$ cat config.mk
export PLATFORM = sky130hd
export DESIGN_NAME = trace_request_queue
export DESIGN_NICKNAME = d
export VERILOG_FILES = /design/src/rtl/trace_request_queue.sv
export SDC_FILE = /design/constraint.sdc
export NUM_CORES = 1
export LEC_CHECK = 0
export ABC_AREA = 1
export ABC_CLOCK_PERIOD_IN_PS = 3070
export BUFFER_PORTS_ARGS = -buffer_cell sky130_fd_sc_hd__buf_2
export CAP_MARGIN = 40
export CORE_UTILIZATION = 50
export DETAILED_ROUTE_END_ITERATION = 6
export PLACE_DENSITY = 0.72
export SETUP_SLACK_MARGIN = 0.3
export SLEW_MARGIN = 20
export SYNTH_ARGS = -nofsm -noshare
export SYNTH_HDL_FRONTEND = slang
export SYNTH_SLANG_ARGS = --single-unit
$ cat constraint.sdc
create_clock -name clk -period 3.07 [get_ports clk]
set_clock_uncertainty 0.15 [all_clocks]
set_input_delay 0.4605 -clock clk [delete_from_list [all_inputs] [get_ports clk]]
set_output_delay 0.4605 -clock clk [all_outputs]
set_load 0.005 [all_outputs]
$ cat src/rtl/trace_request_queue.sv
// trace_request_queue: samples L1/snoop trace buses, detects new commands and queues
// encoded {op, address} entries for the L2 controller through a valid/ready FIFO.
module trace_request_queue #(
  parameter int addressSize = 32,
  parameter int depth = 8,
  parameter int countWidth = 32
) (
  input  logic                     clk,
  input  logic                     reset_n,
  input  logic [addressSize-1:0]   L1BusIn,
  input  logic [15:0]              L1OperationBusIn,
  input  logic [addressSize-1:0]   sharedBusIn,
  input  logic [7:0]               sharedOperationBusIn,
  output logic                     reqValid,
  input  logic                     reqReady,
  output logic [3:0]               reqOp,
  output logic [addressSize-1:0]   reqAddress,
  output logic [$clog2(depth):0]   fifoCount,
  output logic [countWidth-1:0]    acceptedCount,
  output logic [15:0]              overflowCount,
  output logic [15:0]              collisionCount
);
  localparam int pw = $clog2(depth);
  logic [3:0] l1_d_op, sn_d_op, l1_op, sn_op, ev_op;
  logic l1_d_vld, sn_d_vld, l1_vld, sn_vld, l1_new, sn_new;
  logic [addressSize-1:0] l1_d_addr, sn_d_addr, l1_addr, sn_addr, ev_addr;
  logic [addressSize+3:0] mem [depth];
  logic [pw-1:0] wp, rp;
  logic ev, full, pop, push;
  always_comb begin
    l1_d_op = 4'd0;
    l1_d_vld = 1'b1;
    case (L1OperationBusIn)
      16'h4452: l1_d_op = 4'd0;
      16'h4457: l1_d_op = 4'd1;
      16'h4952: l1_d_op = 4'd2;
      16'h5053: l1_d_op = 4'd9;
      default:  l1_d_vld = 1'b0;
    endcase
  end
  always_comb begin
    sn_d_op = 4'd0;
    sn_d_vld = 1'b1;
    case (sharedOperationBusIn)
      8'h49:   sn_d_op = 4'd3;
      8'h52:   sn_d_op = 4'd4;
      8'h57:   sn_d_op = 4'd5;
      8'h4D:   sn_d_op = 4'd6;
      8'h4C:   sn_d_op = 4'd8;
      default: sn_d_vld = 1'b0;
    endcase
  end
  // clear and print carry no address, so a zero address keeps repeat detection honest
  assign l1_d_addr = (l1_d_op == 4'd9) ? '0 : L1BusIn;
  assign sn_d_addr = (sn_d_op == 4'd8) ? '0 : sharedBusIn;
  assign ev = l1_new | sn_new;
  assign ev_op = sn_new ? sn_op : l1_op;
  assign ev_addr = sn_new ? sn_addr : l1_addr;
  assign full = fifoCount == (pw+1)'(depth);
  assign reqValid = fifoCount != '0;
  assign pop = reqValid && reqReady;
  assign push = ev && (!full || pop);
  assign reqOp = reqValid ? mem[rp][addressSize+3:addressSize] : '0;
  assign reqAddress = reqValid ? mem[rp][addressSize-1:0] : '0;
  always_ff @(posedge clk or negedge reset_n) begin
    if (!reset_n) begin
      l1_vld <= 1'b0;
      l1_op <= '0;
      l1_addr <= '0;
      l1_new <= 1'b0;
      sn_vld <= 1'b0;
      sn_op <= '0;
      sn_addr <= '0;
      sn_new <= 1'b0;
    end else begin
      l1_vld <= l1_d_vld;
      l1_op <= l1_d_op;
      l1_addr <= l1_d_addr;
      l1_new <= l1_d_vld && (!l1_vld || {l1_d_op, l1_d_addr} != {l1_op, l1_addr});
      sn_vld <= sn_d_vld;
      sn_op <= sn_d_op;
      sn_addr <= sn_d_addr;
      sn_new <= sn_d_vld && (!sn_vld || {sn_d_op, sn_d_addr} != {sn_op, sn_addr});
    end
  end
  always_ff @(posedge clk or negedge reset_n) begin
    if (!reset_n) begin
      wp <= '0;
      rp <= '0;
      fifoCount <= '0;
      acceptedCount <= '0;
      overflowCount <= '0;
      collisionCount <= '0;
    end else begin
      wp <= push ? wp + 1'b1 : wp;
      rp <= pop ? rp + 1'b1 : rp;
      fifoCount <= fifoCount + (pw+1)'(push) - (pw+1)'(pop);
      acceptedCount <= acceptedCount + countWidth'(push);
      overflowCount <= (ev && full && !pop && overflowCount != 16'hFFFF) ? overflowCount + 16'd1 : overflowCount;
      collisionCount <= (l1_new && sn_new && collisionCount != 16'hFFFF) ? collisionCount + 16'd1 : collisionCount;
    end
  end
  always_ff @(posedge clk) begin
    if (push) mem[wp] <= {ev_op, ev_addr};
  end
endmodule

==> results of run 1 <==
[power by group through the flow]
stage	Combinational (W)	Sequential, W	Clock [W]
finish	0.00678	0.00662	0.00547
CTS	0.00499	0.00660	0.00551
global placement	0.00421	0.00674	0
global route	0.00724	0.00664	0.00576
floorplan	0.00260	0.00667	0
detailed placement	0.00432	0.00675	0
[registers in the layout, indices dropped and copies added (netlist names), 3 cells and up]
signal / count
l1_addr: 32
sn_addr: 32
fifoCount: 4
l1_op: 3
rp: 3
acceptedCount: 32
wp: 3
overflowCount: 16
collisionCount: 16
mem: 288
sn_op: 4
[per-stage QoR]
stage / setup slack, ns / utilization, %
after global routing: 0.145 / 65.9
after floorplan: -0.272 / -
final: 0.207 / 65.9
after CTS: 0.234 / 62.7
after global placement: 0.121 / 56.4
after detailed placement: 0.0792 / 56.4
[what timing repair did]
action                                 4_1_cts  5_1_grt
gates cloned                                 4       24
endpoints found under the hold margin      120        0
setup endpoints to repair                   48       78
resized for setup                           47      177
hold buffers                                43        0
pin swaps                                   12       70
buffers inserted                            21       12
[synthesized netlist by cell type, types with 2 or more instances]
cell and instances:
nor2_1 323, nand2_1 306, edfxtp_1 288, o21ai_0 224
inv_1 155, dfrtp_1 149, nand3_1 63, xor2_1 56
clkbuf_1 52, a31oi_1 38, o22ai_1 37, xnor2_1 26
nor3_1 13, ha_1 12, nand3b_1 12, buf_2 11
nand4_1 11, buf_1 6, nand2_2 5, a21oi_1 4
buf_6 3, inv_2 3, nand3_2 3, nor2_4 3
nor3_2 3, nor2_2 2
[cell families (layout without fill, tap and decap cells)]
group	count (synthesis)	in the layout	synth area share (%)
DFF	437	437	65.4
adders and majority gates	13	13	0.900
buffers and inverters	232	596	4.82
AOI/OAI and AO/OA	304	304	8.55
xor gates and xnor gates	82	82	3.80
and+or+nand+nor	750	750	16.5
[cell usage in the layout (no fill, tap or decap), types with 19 or more instances in the layout]
cell           count
nor2_2            19
nand3_1           58
buf_2            206
nand2_1          300
nor2_4            23
o21ai_0          147
edfxtp_1         288
xor2_1            56
xnor2_1           25
buf_4             49
nor2_1           286
dfrtp_1          147
a31oi_1           28
o21ai_1           62
dlygate4sd3_1     43
clkbuf_16         61
o22ai_1           24
inv_1            152
buf_12            21
[critical path, cell delays in order (launching register included)]
cell	delay, ns
dfrtp_4	0.51
buf_12	0.19
clkinv_16	0.09
clkbuf_16	0.15
nor2_2	0.03
o22ai_1	0.19
o21ai_1	0.12
a31oi_2	0.24
buf_2	0.16
[routing by layer]
layer  vias to the layer above  share of wire, %  track usage [%]
li1                       6782                 -                -
met1                      7024                40             34.0
met2                       674                49             41.1
met3                       106               8.1             3.44
met4                         0               3.1             8.77
met5                         -                 0                0
[worst max-delay path by stage]
stage	to	depth (start not counted)	start	slack [ns]
2_1_floorplan	mem[0][0]$_DFFE_PP_	8	fifoCount[2]$_DFF_PN0_	-0.27
3_5_place_dp	acceptedCount[26]$_DFF_PN0_	19	fifoCount[2]$_DFF_PN0_	0.08
4_1_cts	reqOp[1]	8	rp[0]$_DFFE_PN0P_	0.23
6_report	reqAddress[2]	8	rp[0]$_DFFE_PN0P_	0.21
3_3_place_gp	acceptedCount[26]$_DFF_PN0_	19	fifoCount[2]$_DFF_PN0_	0.12
5_1_grt	reqAddress[26]	8	rp[0]$_DFFE_PN0P_	0.14
[final cells by class]
cell class	count	area [um2]	share of cell area, %
multi-input cells	1149	6130	25.2
well taps	504	631	2.59
repair inverters	2	46.3	0.190
clock inverters	21	327	1.34
repair buffers	355	3070	12.6
flip-flops and latches	437	12400	50.9
inverters	159	631	2.59
clock buffers	59	1140	4.67
==> impl_results.md, run 1 <==
- Placed Cells: 2493
- DP Area: 0.0208 mm2
- Setup crit start kind: register
- Worst vdd ir: 0.513 mV
- Worst path required time: 2.46 ns
- Combinational Power Share: 35.9%
- Num rows: 70
- Ports: 196
- Worst-path fanout max: 8
- HP Class: input pin to register
- Core Box Area: 0.0370 mm2
- TNS Setup: 0 ns
- Filler instances: 2642
- R2R Path End: acceptedCount[27]$_DFF_PN0_
- Final slew viol count: 0
- Vias per inst: 5.43
- Hold EP: l1_addr[17]$_DFF_PN0_
- Fin area: 0.0243 mm2
- Register-to-register setup slack: 0.43 ns
- Tmin final: 2.86 ns
- Worst Tran Pin Value: 0.834 ns
- Internal Power: 0.0126 W
- Total die area: 0.0386 mm2
- DR iter-0 viols: 1335
- Area growth syn-to-layout: 28.7%
- Final Hold Viols: 0
- Root Buffer: clkbuf_16
- H-tree Lvls: 2
- PwrDens: 775 mW/mm2
- N_diodes: 0
- Sequential element share of the synthesized area: 65.4%
- Pleak: 10.3 nW
- HP Start: L1BusIn[17]
- Sw Pwr: 0.00622 W
- First-pass GRT wire length: 74.1 mm
- Top_reg_cell synth: edfxtp_1
- Fmax: 349 MHz
- Post-Syn Area per Cell: 10.4 um2
- Worst R2R Start: fifoCount[2]$_DFF_PN0_
- Die Wd: 197 um
- Synthesis Warnings: 0
- PortBufs: 195
- Layout cell share with drive strength beyond 1: 22.7%
- Nets: 2251
- Syn Inst Count: 1818
- DIE HEIGHT: 197 um
- Non-filler cells, final: 2686
- Clk network pwr share: 29.0%
- DR pass1 iterations: 7
- RSZ-0062 raised after global routing: yes
- Area leader, netlist: edfxtp_1
- Net Sw Frac: 33.0%
- Num CTS Buffers: 43
- CTS Sinks: 437
- Largest net degree at the start of global routing: 81
- Clock transition at path regs: 0.06 ns
- Clk_lat worst skew: 0.55 ns
- DR WL/cell: 19.5 um
- Initial Util: 51.2%
- MaxCap Viol Count: 0
- Critical path class: register to primary output
- FF+latch count, synth: 437
- Yosys cell types: 36
- HPWL Detailed: 28.5 mm
- Ys async rst share: 34.1%
- Setup violators final: 0
- Initial antenna violation count: 0
- Gr ovfl total: 0
- CTS tree: done
- CTS Buffer Depth: 3
- Sequential Power Share: 35.1%
- Synth top area cells: edfxtp_1, dfrtp_1, nor2_1
- All-Layer GR Usage: 24.9%
- Post-synth EDFFs: 288
- Final period util: 93.3%
- Cell area after synthesis: 0.0189 mm2
- Hold Worst Slack: 0.0181 ns
- Setup crit end kind: primary output
- Vias in the first global route: 13800
- Status: complete, no violations
- Residual DRC: 0
- Total Power: 0.0189 W
- Cell count of the worst hold path: 3
- Cells on worst reg2reg path: 16
- Post-Syn Nets: 1922
- Post-Route WL: 52.4 mm
- Area share of the largest cell type after synthesis: 45.7%
- Slew headroom: 43.8%
- Antenna-violating nets left: 0
- RePlAce Congestion: 0.881
- Critical path arrival: 2.25 ns
- Vias: 14600
(Power assumes the default switching activity.)
==> run 2: changes to the inputs <==
BUFFER_PORTS_ARGS = -buffer_cell sky130_fd_sc_hd__buf_4   (was -buffer_cell sky130_fd_sc_hd__buf_2)
MAX_ROUTING_LAYER = met4   (was not set)
==> impl_results.md, run 2 (synthesis results as in run 1) <==
- Final period util: 93.2% (was 93.3%)
- DIE HEIGHT: 197 um (unchanged)
- RePlAce Congestion: 0.884 (was 0.881)
- Largest reg by FF count: mem (unchanged)
- Most used cell, CP: nor2_1
- Internal Power: 0.0120 W (was 0.0126 W)
- Residual DRC: 0 (unchanged)
- Clock transition at path regs: 0.06 ns (about the same)
- Net Sw Frac: 32.7% (was 33.0%)
- TNS Setup: 0 ns (unchanged)
- MaxCap Viol Count: 0 (unchanged)
- CTS Buffer Depth: 3 (unchanged)
- PortBufs: 195 (unchanged)
- Final slew viol count: 0 (unchanged)
- N_diodes: 0 (unchanged)
- PwrDens: 737 mW/mm2 (was 775 mW/mm2)
- Clk network pwr share: 28.0% (was 29.0%)
- First-pass GRT wire length: 76.1 mm (was 74.1 mm)
- DR pass1 iterations: 5 (was 7)
- DR iter-0 viols: 1612 (was 1335)
- Crit-path cells: buf_6 -> buf_16 -> nor2_1 -> nor2_1 -> o21ai_0 -> a31oi_1 -> buf_4 (was buf_12 -> clkinv_16 -> clkbuf_16 -> nor2_2 -> o22ai_1 -> o21ai_1 -> a31oi_2 -> buf_2)
- Dpl ws: 0.0483 ns (was 0.0792 ns)
- Initial antenna violation count: 0 (unchanged)
- Final core utilization: 65.3% (was 65.9%)
- Core Box Area: 0.0370 mm2 (unchanged)
- Sw Pwr: 0.00581 W (was 0.00622 W)
- Ports: 196 (unchanged)
- Most common cell after layout, fill and taps aside: nor2_1 (was nand2_1)
- Largest net degree at the start of global routing: 81 (unchanged)
- Num rows: 70 (unchanged)
- Status: complete, no violations (unchanged)
- CTS tree: done (unchanged)
- Initial Util: 51.2% (unchanged)
- DP Area: 0.0213 mm2 (was 0.0208 mm2)
- Worst path slowest cell: dfrtp_4 (unchanged)
- Clk_lat worst skew: 0.56 ns (was 0.55 ns)
- Tmin final: 2.86 ns (about the same)
- Critical path class: register to primary output (unchanged)
- Combinational Power Share: 34.6% (was 35.9%)
- HPWL Detailed: 28.5 mm (about the same)
- Die Wd: 197 um (unchanged)
- Num CTS Buffers: 44 (was 43)
- Final Hold Viols: 0 (unchanged)
- Worst-path fanout max: 18 (was 8)
- Area growth syn-to-layout: 27.5% (was 28.7%)
- Setup crit end kind: primary output (unchanged)
- Critical path arrival: 2.25 ns (about the same)
- Max reg flops: 288 (unchanged)
- Post-Route WL: 51.1 mm (was 52.4 mm)
- CTS Sinks: 437 (unchanged)
- H-tree Lvls: 2 (unchanged)
- Vias in the first global route: 14100 (was 13800)
- Worst path required time: 2.46 ns (about the same)
- All-Layer GR Usage: 26.7% (was 24.9%)
- Vias: 14500 (was 14600)
- Critical path's largest stage delay: 0.55 ns (was 0.51 ns)
- Slew headroom: 41.5% (was 43.8%)
- Commonest cells after routing, fill and taps aside: nor2_1, nand2_1, edfxtp_1 (was nand2_1, edfxtp_1, nor2_1)
- Total die area: 0.0386 mm2 (unchanged)
- Setup violators final: 0 (unchanged)
- Non-filler cells, final: 2678 (was 2686)
- Setup crit start kind: register (unchanged)
- Gr ovfl total: 0 (unchanged)
- Pleak: 10.2 nW (was 10.3 nW)
- Fin area: 0.0241 mm2 (was 0.0243 mm2)
- Vias per inst: 5.43 (about the same)
- Nets: 2244 (was 2251)
- Placed Cells: 2493 (unchanged)
- DR WL/cell: 19.1 um (was 19.5 um)
- RSZ-0062 raised after global routing: yes (unchanged)
- Antenna-violating nets left: 0 (unchanged)
- Sequential Power Share: 37.4% (was 35.1%)
- Worst vdd ir: 0.456 mV (was 0.513 mV)
- Worst Tran Pin Value: 0.868 ns (was 0.834 ns)
- Final worst slack: 0.208 ns (was 0.207 ns)
- Fmax: 349 MHz (about the same)
- Root Buffer: clkbuf_16 (unchanged)
- HP Class: input pin to register (unchanged)
- Layout cell share with drive strength beyond 1: 18.7% (was 22.7%)
==> run 2: cell count changes in the layout (fill, tap and decap cells not counted), moves of 12 or more <==
cell	previous run	this run
buf_2	206	19
buf_4	49	227
dlygate4sd3_1	43	58
nor2_1	286	313
nor2_2	19	3
o21ai_0	147	196
o21ai_1	62	27
o21ai_2	15	1
o22ai_1	24	36
o22ai_2	13	1
==> run 2: power groups by stage <==
| stage | logic (W) | clock network, W | registers, W |
|---|---|---|---|
| after CTS | 0.00560 | 0.00502 | 0.00664 |
| after floorplan | 0.00260 | 0 | 0.00667 |
| after global placement | 0.00462 | 0 | 0.00670 |
| after detailed placement | 0.00474 | 0 | 0.00670 |
| final | 0.00616 | 0.00498 | 0.00665 |
| after global routing | 0.00664 | 0.00526 | 0.00666 |
==> run 2: layer usage <==
metal | up-vias | track usage [%] | wire (um)
met2 | 651 | 42.7 | 24700
met5 | - | - | 0
met3 | 122 | 3.73 | 3940
met4 | 0 | 9.03 | 1780
li1 | 6752 | - | -
met1 | 7008 | 35.2 | 20700
==> run 2: area by class of cell <==
class	instances	area, um2
Timing Repair inverter	2	15.0
Tap cell	504	631
Clock buffer	52	1130
Inverter	159	619
Timing Repair Buffer	347	3330
Clock inverter	28	193
Sequential cell	437	12400
Fill cell	2763	12800
Multi-Input combinational cell	1149	5830
==> run 2: worst max-delay path, delay by kind of cell, from the launching register on <==
| kind | cells | cell delay (ns) |
|---|---|---|
| buffers and inverters | 3 | 0.53 |
| AO/OA/AOI/OAI | 2 | 0.41 |
| flip-flops | 1 | 0.55 |
| AND/OR/NAND/NOR | 2 | 0.19 |
==> run 2: through the flow <==
stage	power (W)	hold WS [ns]
final	0.0178	0.00248
after global routing	0.0186	0.0106
after CTS	0.0173	0.000884
after detailed placement	0.0114	0.319
after global placement	0.0113	0.317
after floorplan	0.00927	0.0149
==> run 2: final timing paths <==
path | endpoint | cells after the start | start | slack [ns]
worst max-delay path | reqAddress[4] | 7 | rp[0]$_DFFE_PN0P_ | 0.21
worst min-delay path | sn_addr[12]$_DFF_PN0_ | 3 | sharedBusIn[12] | 0.002
worst max register to register | acceptedCount[30]$_DFF_PN0_ | 18 | fifoCount[3]$_DFF_PN0_ | 0.50
worst min register to register | acceptedCount[31]$_DFF_PN0_ | 1 | acceptedCount[31]$_DFF_PN0_ | 0.33
max in group asynchronous | l1_addr[22]$_DFF_PN0_ | 4 | reset_n | 1.76
min in group asynchronous | acceptedCount[26]$_DFF_PN0_ | 2 | reset_n | 0.10
==> run 2: repair_timing <==
action / CTS / global route
hold endpoints to repair: 135 / 0
gates cloned: 10 / 8
pin swaps: 11 / 13
buffers inserted: 14 / 5
hold buffers: 58 / 0
resized for setup: 42 / 44
setup endpoints to repair: 46 / 43
==> run 3: changes to the inputs <==
BUFFER_PORTS_ARGS = not set   (was -buffer_cell sky130_fd_sc_hd__buf_4)
DONT_BUFFER_PORTS = 1   (was not set)
PLACE_DENSITY = 0.68   (was 0.72)
==> impl_results.md, run 3 (synthesis results as in run 1) <==
- CTS Hold Bufs: 70 (was 58)
- PwrDens: 731 mW/mm2 (was 737 mW/mm2)
- Worst-path fanout max: 37 (was 18)
- Ports: 196 (unchanged)
- DR WL/cell: 19.1 um (about the same)
- Residual DRC: 0 (unchanged)
- Clk_lat worst skew: 0.55 ns (was 0.56 ns)
- Worst Setup SP: fifoCount[0]$_DFF_PN0_ (was rp[0]$_DFFE_PN0P_)
- Initial antenna violation count: 0 (unchanged)
- Gr ovfl total: 0 (unchanged)
- Failing checks: hold timing
- Filler instances: 2895 (was 2763)
- Status: finished, violations left (was complete, no violations)
- DIE HEIGHT: 197 um (unchanged)
- Critical path arrival: 2.12 ns (was 2.25 ns)
- Worst Tran Pin Value: 0.747 ns (was 0.868 ns)
- Clock transition at path regs: 0.06 ns (about the same)
- Nets: 2053 (was 2244)
- Vias in the first global route: 13400 (was 14100)
- Num CTS Buffers: 45 (was 44)
- RSZ-0062 raised after global routing: yes (unchanged)
- CTS Buffer Depth: 3 (unchanged)
- CTS Sinks: 437 (unchanged)
- Antenna-violating nets left: 0 (unchanged)
- Post-Route WL: 47.6 mm (was 51.1 mm)
- Layout cell share with drive strength beyond 1: 10.7% (was 18.7%)
- Placed Cells: 2299 (was 2493)
- Fmax: 366 MHz (was 349 MHz)
- Non-filler cells, final: 2488 (was 2678)
- Root Buffer: clkbuf_16 (unchanged)
- Multi-input logic area: 0.00591 mm2 (was 0.00583 mm2)
- Hold Worst Slack: -0.540 ns (was 0.00248 ns)
- All-Layer GR Usage: 25.5% (was 26.7%)
- DR pass1 iterations: 5 (unchanged)
- Setup crit start kind: register (unchanged)
- HP Class: input pin to asynchronous set/reset pin (was input pin to register)
- Setup crit end kind: primary output (unchanged)
- PortBufs: 0 (was 195)
- Fin area: 0.0227 mm2 (was 0.0241 mm2)
- Setup violators final: 0 (unchanged)
- CTS tree: done (unchanged)
- Final Hold Viols: 149 (was 0)
- Pleak: 9.21 nW (was 10.2 nW)
- First-pass GRT wire length: 74.0 mm (was 76.1 mm)
- H-tree Lvls: 2 (unchanged)
- RePlAce Congestion: 0.870 (was 0.884)
- Num rows: 70 (unchanged)
- Worst R2R Start: fifoCount[0]$_DFF_PN0_ (was fifoCount[3]$_DFF_PN0_)
- Slew headroom: 49.7% (was 41.5%)
- Largest net degree at the start of global routing: 150 (was 81)
- HPWL Detailed: 27.4 mm (was 28.5 mm)
- Total Power: 0.0166 W (was 0.0178 W)
- Worst path required time: 2.46 ns (about the same)
- Most common cell after layout, fill and taps aside: nor2_1 (unchanged)
- Vias: 13500 (was 14500)
- Largest reg by FF count: mem (unchanged)
- Reg area: 0.0124 mm2 (about the same)
- Tmin final: 2.73 ns (was 2.86 ns)
- Final period util: 89.1% (was 93.2%)
- DP Area: 0.0199 mm2 (was 0.0213 mm2)
- DR iter-0 viols: 1207 (was 1612)
- Critical path class: register to primary output (unchanged)
- Final slew viol count: 0 (unchanged)
- Commonest cells after routing, fill and taps aside: nor2_1, nand2_1, edfxtp_1 (unchanged)
- MaxCap Viol Count: 0 (unchanged)
- Total die area: 0.0386 mm2 (unchanged)
- Worst vdd ir: 0.579 mV (was 0.456 mV)
- Die Wd: 197 um (unchanged)
- Max reg flops: 288 (unchanged)
- Vias per inst: 5.44 (was 5.43)
- Initial Util: 51.2% (unchanged)
- Area growth syn-to-layout: 20.1% (was 27.5%)
- Core Box Area: 0.0370 mm2 (unchanged)
run 3: cell count changes in the layout (fill, tap and decap cells not counted), moves of 5 or more:
cell           delta
clkbuf_16         -5
a31oi_2           +6
buf_6             -5
buf_4           -174
clkbuf_1          +5
o21ai_1          -24
dlygate4sd3_1    +12
o21ai_0          +25
a31oi_1           -6
clkinv_1          -6
buf_2            -13
run 3: stage by stage:
step	worst slack (ns)	TNS (ns)	util (%)
3_5_place_dp	0.0874	0	53.8
3_3_place_gp	0.173	0	53.8
5_1_grt	0.230	0	61.4
4_1_cts	0.268	0	60.7
6_report	0.335	0	61.5
2_1_floorplan	-0.272	-39.19	-
run 3: power by group:
| part | internal (W) | total [W] | switching (W) |
|---|---|---|---|
| clock network | 0.00314 | 0.00533 | 0.00218 |
| logic | 0.00172 | 0.00465 | 0.00293 |
| registers | 0.00646 | 0.00661 | 0.000152 |
run 3: critical path, stage by stage, from the launching register on:
cell     delay [ns]
dfrtp_1        0.41
nor2_1         0.34
nand2_4        0.12
buf_12         0.15
buf_16         0.18
o21ai_0        0.11
a31oi_1        0.08
buf_4          0.18
run 3: final timing paths:
| check | slack, ns | cells past startpoint | endpoint |
|---|---|---|---|
| worst max-delay path | 0.34 | 7 | reqOp[0] |
| worst min-delay path | -0.54 | 0 | acceptedCount[22]$_DFF_PN0_ |
| worst max register to register | 0.37 | 13 | mem[7][10]$_DFFE_PP_ |
| worst min register to register | 0.37 | 1 | acceptedCount[31]$_DFF_PN0_ |
| max in group asynchronous | 3.08 | 0 | l1_addr[0]$_DFF_PN0_ |
| min in group clk | 0.02 | 3 | sn_op[1]$_DFF_PN0_ |
run 3: timing repair:
action	CTS	global route
gates cloned	5	1
buffers inserted	11	14
endpoints found under the hold margin	217	149
setup endpoints to repair	45	180
pin swaps	7	15
gates resized for setup	36	23
run 3: metal layers:
| layer | part of all wire (%) | up-vias | global-route usage (%) |
|---|---|---|---|
| met4 | 3.1 | 0 | 9.09 |
| met5 | 0 | - | - |
| met2 | 47 | 542 | 39.7 |
| li1 | - | 6380 | - |
| met1 | 41 | 6515 | 33.7 |
| met3 | 8.4 | 108 | 4.84 |
run 3: layout make-up:
| class | count | area share, % |
|---|---|---|
| clock inverters | 22 | 1.04 |
| diodes | 1 | 0.0110 |
| repair buffers | 157 | 7.73 |
| multi-input cells | 1149 | 26.0 |
| flip-flops and latches | 437 | 54.5 |
| well taps | 504 | 2.78 |
| inverters | 159 | 2.69 |
| clock buffers | 59 | 5.23 |
